**config.mk**
```make
export PLATFORM = sky130hd
export DESIGN_NAME = hazard_ctrl
export DESIGN_NICKNAME = d
export VERILOG_FILES = /design/src/rtl/hazard_pkg.sv /design/src/rtl/hazard_ctrl_fwd_sel.sv /design/src/rtl/hazard_ctrl.sv
export SDC_FILE = /design/constraint.sdc
export NUM_CORES = 1
export LEC_CHECK = 0
export ABC_AREA = 1
export CORE_UTILIZATION = 37
export CTS_BUF_LIST = sky130_fd_sc_hd__clkbuf_8 sky130_fd_sc_hd__clkbuf_16
export DETAILED_ROUTE_END_ITERATION = 12
export GPL_TIMING_DRIVEN = 0
export PLACE_DENSITY = 0.81
export SKIP_CTS_REPAIR_TIMING = 1
export SYNTH_ARGS = -nofsm -noshare
export SYNTH_HDL_FRONTEND = slang
export SYNTH_SLANG_ARGS = --single-unit
export TNS_END_PERCENT = 50
```
**constraint.sdc**
```tcl
create_clock -name clk -period 2.1 [get_ports clk]
set_clock_uncertainty 0.2 [all_clocks]
set_input_delay 0.42 -clock clk [delete_from_list [all_inputs] [get_ports clk]]
set_output_delay 0.42 -clock clk [all_outputs]
set_load 0.02 [all_outputs]
```
**src/rtl/hazard_pkg.sv**
```systemverilog
// Shared types and constants for the pipeline hazard controller.
// Optional build macro: FORWARDING_EN (see hazard_ctrl.sv).
package hazard_pkg;

  // Multicycle sequencing states.
  typedef enum logic {
    RUN     = 1'b0,
    MC_BUSY = 1'b1
  } state_e;

  // EX operand source selects.
  localparam logic [1:0] FWD_RF  = 2'b00;
  localparam logic [1:0] FWD_WB  = 2'b01;
  localparam logic [1:0] FWD_MEM = 2'b10;

  // Hard-wired zero register: never a hazard source, never forwarded.
  localparam int REG_ZERO = 0;

endpackage

```
**src/rtl/hazard_ctrl_fwd_sel.sv**
```systemverilog
// Per-operand forwarding select. MEM is the younger producer and wins over WB.
// Only instantiated when FORWARDING_EN is defined.
module fwd_sel
  import hazard_pkg::*;
#(
  parameter int REG_ADDR_W = 5
) (
  input  logic [REG_ADDR_W-1:0] ex_rs,
  input  logic [REG_ADDR_W-1:0] mem_rd,
  input  logic                  mem_wen,
  input  logic [REG_ADDR_W-1:0] wb_rd,
  input  logic                  wb_wen,
  output logic [1:0]            fwd
);

  logic mem_hit;
  logic wb_hit;

  assign mem_hit = mem_wen && (mem_rd != REG_ADDR_W'(REG_ZERO)) && (mem_rd == ex_rs);
  assign wb_hit  = wb_wen  && (wb_rd  != REG_ADDR_W'(REG_ZERO)) && (wb_rd  == ex_rs);

  // Pick the youngest matching producer, falling back to the register file.
  always_comb begin
    fwd = FWD_RF;
    if (mem_hit)     fwd = FWD_MEM;
    else if (wb_hit) fwd = FWD_WB;
  end

endmodule

```
**src/rtl/hazard_ctrl.sv**
```systemverilog
// Pipeline hazard and stall controller for the five-stage pipeline.
// Resolves multicycle EX stalls, taken-branch flushes and data hazards, and
// drives the EX operand forwarding selects.
// Build macro FORWARDING_EN: when defined, MEM/WB results are forwarded to EX
// and only load-use hazards stall; when undefined, forwarding selects are tied
// to the register file and any pending write to a used ID source stalls.
// Priority of actions: reset > multicycle stall > branch flush > data stall.
module hazard_ctrl
  import hazard_pkg::*;
#(
  parameter int REG_ADDR_W = 5,
  parameter int MC_CNT_W   = 4
) (
  input  logic                  clk,
  input  logic                  reset,
  input  logic [REG_ADDR_W-1:0] id_rs1,
  input  logic [REG_ADDR_W-1:0] id_rs2,
  input  logic                  id_rs1_used,
  input  logic                  id_rs2_used,
  input  logic [REG_ADDR_W-1:0] ex_rs1,
  input  logic [REG_ADDR_W-1:0] ex_rs2,
  input  logic [REG_ADDR_W-1:0] ex_rd,
  input  logic [REG_ADDR_W-1:0] mem_rd,
  input  logic [REG_ADDR_W-1:0] wb_rd,
  input  logic                  ex_wen,
  input  logic                  mem_wen,
  input  logic                  wb_wen,
  input  logic                  ex_is_load,
  input  logic                  ex_mc_start,
  input  logic [MC_CNT_W-1:0]   ex_mc_cycles,
  input  logic                  ex_branch_taken,
  output logic                  pc_en,
  output logic                  if_id_en,
  output logic                  if_id_flush,
  output logic                  id_ex_flush,
  output logic                  ex_mem_bubble,
  output logic [1:0]            fwd_a,
  output logic [1:0]            fwd_b,
  output logic                  mc_busy
);

  state_e                state_q, state_d;
  logic [MC_CNT_W-1:0]   cnt_q, cnt_d;

  logic mc_enter;
  logic mc_stall;
  logic br_flush;
  logic data_stall;
  logic [1:0] fwd_a_raw;
  logic [1:0] fwd_b_raw;

  // True when a writing, nonzero destination feeds a source read in ID.
  function automatic logic id_uses(input logic [REG_ADDR_W-1:0] rd, input logic wen);
    id_uses = wen && (rd != REG_ADDR_W'(REG_ZERO)) &&
              ((id_rs1_used && (id_rs1 == rd)) || (id_rs2_used && (id_rs2 == rd)));
  endfunction

  // A branch in the same cycle as a multicycle start wins; MC_BUSY is not entered.
  assign mc_enter = (state_q == RUN) && ex_mc_start && !ex_branch_taken &&
                    (ex_mc_cycles != '0);
  assign mc_stall = mc_enter || ((state_q == MC_BUSY) && (cnt_q != '0));
  assign br_flush = (state_q == RUN) && ex_branch_taken;
  assign mc_busy  = !reset && (state_q == MC_BUSY);

`ifdef FORWARDING_EN
  // Results in MEM/WB are forwarded, so only a load still in EX forces a stall.
  assign data_stall = ex_is_load && id_uses(ex_rd, ex_wen);

  fwd_sel #(.REG_ADDR_W(REG_ADDR_W)) u_fwd_a (
    .ex_rs   (ex_rs1),
    .mem_rd  (mem_rd),
    .mem_wen (mem_wen),
    .wb_rd   (wb_rd),
    .wb_wen  (wb_wen),
    .fwd     (fwd_a_raw)
  );

  fwd_sel #(.REG_ADDR_W(REG_ADDR_W)) u_fwd_b (
    .ex_rs   (ex_rs2),
    .mem_rd  (mem_rd),
    .mem_wen (mem_wen),
    .wb_rd   (wb_rd),
    .wb_wen  (wb_wen),
    .fwd     (fwd_b_raw)
  );
`else
  // No bypass and no register-file write-through: wait until the writer retires.
  assign data_stall = id_uses(ex_rd, ex_wen) || id_uses(mem_rd, mem_wen) ||
                      id_uses(wb_rd, wb_wen);
  assign fwd_a_raw  = FWD_RF;
  assign fwd_b_raw  = FWD_RF;

  // EX source indices only matter for forwarding.
  logic unused_ex_rs;
  assign unused_ex_rs = ^{ex_rs1, ex_rs2};
`endif

  assign fwd_a = reset ? FWD_RF : fwd_a_raw;
  assign fwd_b = reset ? FWD_RF : fwd_b_raw;

  // Pipeline register enables/flushes, highest-priority action first.
  always_comb begin
    pc_en         = 1'b1;
    if_id_en      = 1'b1;
    if_id_flush   = 1'b0;
    id_ex_flush   = 1'b0;
    ex_mem_bubble = 1'b0;
    if (reset) begin
      pc_en         = 1'b0;
      if_id_en      = 1'b0;
      if_id_flush   = 1'b1;
      id_ex_flush   = 1'b1;
      ex_mem_bubble = 1'b1;
    end else if (mc_stall) begin
      // Front end and ID-EX hold while EX keeps the multicycle op.
      pc_en         = 1'b0;
      if_id_en      = 1'b0;
      ex_mem_bubble = 1'b1;
    end else if (br_flush) begin
      if_id_flush = 1'b1;
      id_ex_flush = 1'b1;
    end else if (data_stall) begin
      pc_en       = 1'b0;
      if_id_en    = 1'b0;
      id_ex_flush = 1'b1;
    end
  end

  // Next-state and countdown for multicycle EX sequencing.
  always_comb begin
    state_d = state_q;
    cnt_d   = cnt_q;
    case (state_q)
      RUN: begin
        if (mc_enter) begin
          state_d = MC_BUSY;
          cnt_d   = ex_mc_cycles - MC_CNT_W'(1);
        end
      end
      MC_BUSY: begin
        if (cnt_q != '0) begin
          cnt_d = cnt_q - MC_CNT_W'(1);
        end else begin
          state_d = RUN;
        end
      end
      default: begin
        state_d = RUN;
        cnt_d   = '0;
      end
    endcase
  end

  // State register; reset aborts any countdown in progress.
  always_ff @(posedge clk) begin
    if (reset) begin
      state_q <= RUN;
      cnt_q   <= '0;
    end else begin
      state_q <= state_d;
      cnt_q   <= cnt_d;
    end
  end

endmodule

```
== Word-level counts from Yosys, hierarchy flattened ==
Cells that the tools add are included.
Widths: inputs -> output; s select.
Storage, ports and cells
  output and inout port bits: 10
  register bits after elaboration: 5
  input port bits: 49
  logic and storage cells: 64
Operators by class
  add/subtract/negate cells: 2
  equal/unequal tests: 8
  muxes and demuxes: 19
  reduce and logical (&&, ||, !) cells: 32
  bitwise operators: 1
Operator list (count)
  $eq 5x5->1: 6
  $logic_and 1x1->1: 18
  $mux 1: 15
  $reduce_bool 5->1: 3
  $mux 4: 2
  $pmux 4 s2: 1
  $reduce_bool 4->1: 2
  $sub 4x1->4 const B: 2
  $logic_or 1x1->1: 6
  $logic_not 1->1: 2
  $ne 2x1->1 const B: 1
  $ne 2x2->1 const B: 1
  $pmux 1 s2: 1
  $reduce_and 2->1: 1
  $not 1->1: 1

== Depth between registers and ports, before layout ==
  depth after elaboration: 10
  gate-level depth with buffers: 10
  gate-level depth less buffers: 10

== Worst setup path after synthesis ==
OpenSTA, ideal clock, no wires.
  kind: input -> output
  start: input port ex_mc_cycles[3]
  end: output port pc_en
  setup slack: -108 ps
  arrival time: 1588 ps
  path buffers: 1
  required time: 1480 ps
  stages: 8
  path through: nor2_1 > nand2_1 > nand3_1 > nand2_1 > inv_1 > nand2_1 > a21oi_1 > buf_4
Between the ends
  cells in the longest elaborated chain, start to end: 5
RTL lines
  start, declared: line hazard_ctrl.sv:30  | input logic [MC_CNT_W-1:0] ex_mc_cycles,
  $reduce_bool 4->1: line hazard_ctrl.sv:60  | (ex_mc_cycles != '0);
  $logic_and 1x1->1: line hazard_ctrl.sv:59  | assign mc_enter = (state_q == RUN) && ex_mc_start && !ex_branch_taken &&
  $logic_or 1x1->1: line hazard_ctrl.sv:61  | assign mc_stall = mc_enter || ((state_q == MC_BUSY) && (cnt_q != '0));
  $mux 1 (2 in a row)
  end, declared: line hazard_ctrl.sv:32  | output logic pc_en,
No other way between the ends.

== Worst setup path in the final report ==
  start: input port id_rs1[1]
  end: output port id_ex_flush
Between the ends
  cells in the longest elaborated chain, start to end: 10
  elaborated cells on any way between the ends: 18
  classes of those cells: 3 x eq/ne; 4 x mux; 11 x reduce/logical
RTL lines
  start, declared: line hazard_ctrl.sv:16  | input logic [REG_ADDR_W-1:0] id_rs1,
  $eq 5x5->1: line hazard_ctrl.sv:55  | ((id_rs1_used && (id_rs1 == rd)) || (id_rs2_used && (id_rs2 == rd)));
  $logic_and 1x1->1: line hazard_ctrl.sv:55
  $logic_or 1x1->1: line hazard_ctrl.sv:55
  $logic_and 1x1->1: line hazard_ctrl.sv:54  | id_uses = wen && (rd != REG_ADDR_W'(REG_ZERO)) &&
  $logic_or 1x1->1: line hazard_ctrl.sv:88  | assign data_stall = id_uses(ex_rd, ex_wen) || id_uses(mem_rd, mem_wen) ||
  $logic_or 1x1->1 (*): line hazard_ctrl.sv:88
  $mux 1 (*): line hazard_ctrl.sv:122  | end else if (data_stall) begin
  $mux 1 (*): line hazard_ctrl.sv:119  | end else if (br_flush) begin
  $mux 1 (*): line hazard_ctrl.sv:114  | end else if (mc_stall) begin
  $mux 1 (*): line hazard_ctrl.sv:108  | if (reset) begin
  end, declared: line hazard_ctrl.sv:35  | output logic id_ex_flush,
Every way passes the cells marked *; elsewhere a longest branch is shown, timed or not.

==> impl_metrics.yaml <==
run_status:
  outcome: "complete, but fails checks"
  failed_checks: "setup timing"
power_and_ir_drop:
  p_per_area_nw_per_um2: 384
  ir_drop_v: 0.000360
  finalPower_uw: 582
  leakage_nw: 0.988
floorplanning:
  die_y_um: 52.6
  io_pins: 59
  fp.dieArea_um2: 2770
  initial_core_util_pct: 40.9
  coreArea_um2: 2320
  num_rows: 17
  die_w_um: 52.6
routing:
  first_pass_iters: 4
  drt_iter0_markers: 20
  vias_per_cell: 4.53
  drc: 0
  wirelength_um: 2710
  dr_total_vias: 1306
  ant_nets: 0
  routedWlPerCell_um: 9.42
placement:
  place.gp.congestion: 0.843
  place_area_um2: 1430
  dp_hpwl_um: 2200
  portBuffers: 43
clock_network:
  clk_pin_slew_ps: 30
  clock_latency_ps: 220
  cts_tree: "built"
  clockBufferDepth: 2
  h-tree-depth: 1
  clock-root-buffer: "clkbuf_8"
  numClockSinks: 5
  cts_made_buffers: 3
synthesis:
  synthCells: 207
  yosysWarningCount: 0
  synth_top_cell_area_share_pct: 37.3
  syn_area_um2: 947
  yosysTopAreaCell: "nand2_1"
  synth_cell_types: 17
  synth_seq_area_share_pct: 10.6
  ys_ff_latch: 5
  synth_area_per_cell_um2: 4.58
  yosys-top-cells-area: "nand2_1 (37%), inv_1 (14%), nor2_1 (13%)"
timing:
  fin_ws_ps: -46.6
  slew_viol_final: 0
  setup_viol_count_final: 2
  max_freq_ghz: 0.466
  finalCriticalPeriod_ps: 2150
  grt_setup_unrepaired: "true"
  hold_ws_ps: 290
  hold_viol_final: 0
  min_period_over_period_pct: 102
hold_path:
  min_path_type: "flop to flop"
critical_path:
  crit_path_end: "id_ex_flush"
  crit_type: "primary input to output port"
  cp.required_ps: 1480
  rr_endpoint: "cnt_q[2]"
  setup.worst_path.start_class: "primary input"
  r2r-start: "state_q"
  critPathMaxFanout: 5
  worstSetupEndpointType: "output port"
  cp-startpoint: "id_rs1[1]"
  cp.arrival_ps: 1530
  regToRegSetupSlack_ps: 470
  ff2ff_path_depth: 6
flow_run:
  cap_viol_max_count: 0
finish:
  fin_area_um2: 1520
  area_growth_pct: 60.1
  finalNetCount: 311
  final_cell_mix: "nand2_1 (86), nor2_1 (26), inv_2 (17)"
  final_common_cell: "nand2_1"
  drive_gt1_share_pct: 31.9
  diodes: 0
global_route:
  grt_pass1_wl_um: 3970
  overflow: 0
  grtUsageTotal_pct: 19.7
  grt_max_degree: 8
  grt_pass1_vias: 982
  antenna_found_initial: 0
[cell usage after synthesis]
master / n
xnor2_1: 2
conb_1: 1
ha_1: 1
nand4_1: 2
o21ai_2: 1
inv_1: 35
o21ai_0: 9
nor3_2: 1
dfxtp_1: 5
o21ai_1: 2
nand2_1: 94
nand3_1: 11
inv_2: 2
o22ai_1: 2
a21oi_1: 2
nor2_1: 32
buf_4: 5
[sequential cells by signal, indices dropped and copies added, names as in the netlist]
name / cells
cnt_q: 4
state_q: 1
[kinds of logic after synthesis]
logic type	synth area share, %
and+or+nand+nor	58.1
buffers and inverters	18.6
other	0.396
xor gates and xnor gates	1.85
adders and majority gates	1.32
DFF	10.6
AOI/OAI and AO/OA	9.11
[power by group]
group          switching [mW]  leakage, nW  total [mW]  internal [mW]
logic                   0.162        0.920       0.298          0.136
clock network          0.0492       0.0269       0.175          0.125
registers             0.00505       0.0409       0.109          0.104
total                   0.216        0.988       0.582          0.366
[metal layers]
layer	track usage (%)	up-vias	part of all wire (%)
li1	-	726	-
met1	24.2	535	48
met2	32.5	40	45
met3	4.35	5	5.8
met4	8.77	0	1.7
met5	0	-	0
[per-stage QoR]
stage          cells  worst slack [ps]  setup TNS [ps]  util [%]
2_1_floorplan    210              47.1               0         -
3_3_place_gp     281              -870           -3290      61.6
3_5_place_dp     281              -904           -3380      61.6
4_1_cts          285              -904           -3390      63.5
5_1_grt          288              -125            -229      65.4
6_report         288             -46.6           -78.0      65.4
[worst min-delay path by stage]
stage	from	to	slack, ps	cells past startpoint
after CTS	cnt_q[3]	cnt_q[3]	290	2
after floorplan	cnt_q[3]	cnt_q[3]	260	2
after global routing	cnt_q[3]	cnt_q[3]	300	2
final	cnt_q[3]	cnt_q[3]	290	2
after detailed placement	cnt_q[3]	cnt_q[3]	290	2
after global placement	cnt_q[3]	cnt_q[3]	290	2
[final cells by class]
type | count | area [um^2]
Fill cell | 229 | 802
Multi-Input combinational cell | 163 | 734
Timing Repair Buffer | 46 | 408
Inverter | 37 | 156
Sequential cell | 5 | 100
Clock buffer | 3 | 41.3
Buffer | 5 | 37.5
Tap cell | 28 | 35.0
Clock inverter | 1 | 3.75
[worst max-delay path: stages]
cell and delay (ps):
buf_2 140, inv_1 80, nand2_1 70, nand2_1 50, nor2_1 100, nand3_1 80, nand2_1 60, nand2_1 60
nand3_2 100, buf_4 110, nor2_2 30, nor2_2 110, buf_6 120
Power figures use the tool's default switching activity.
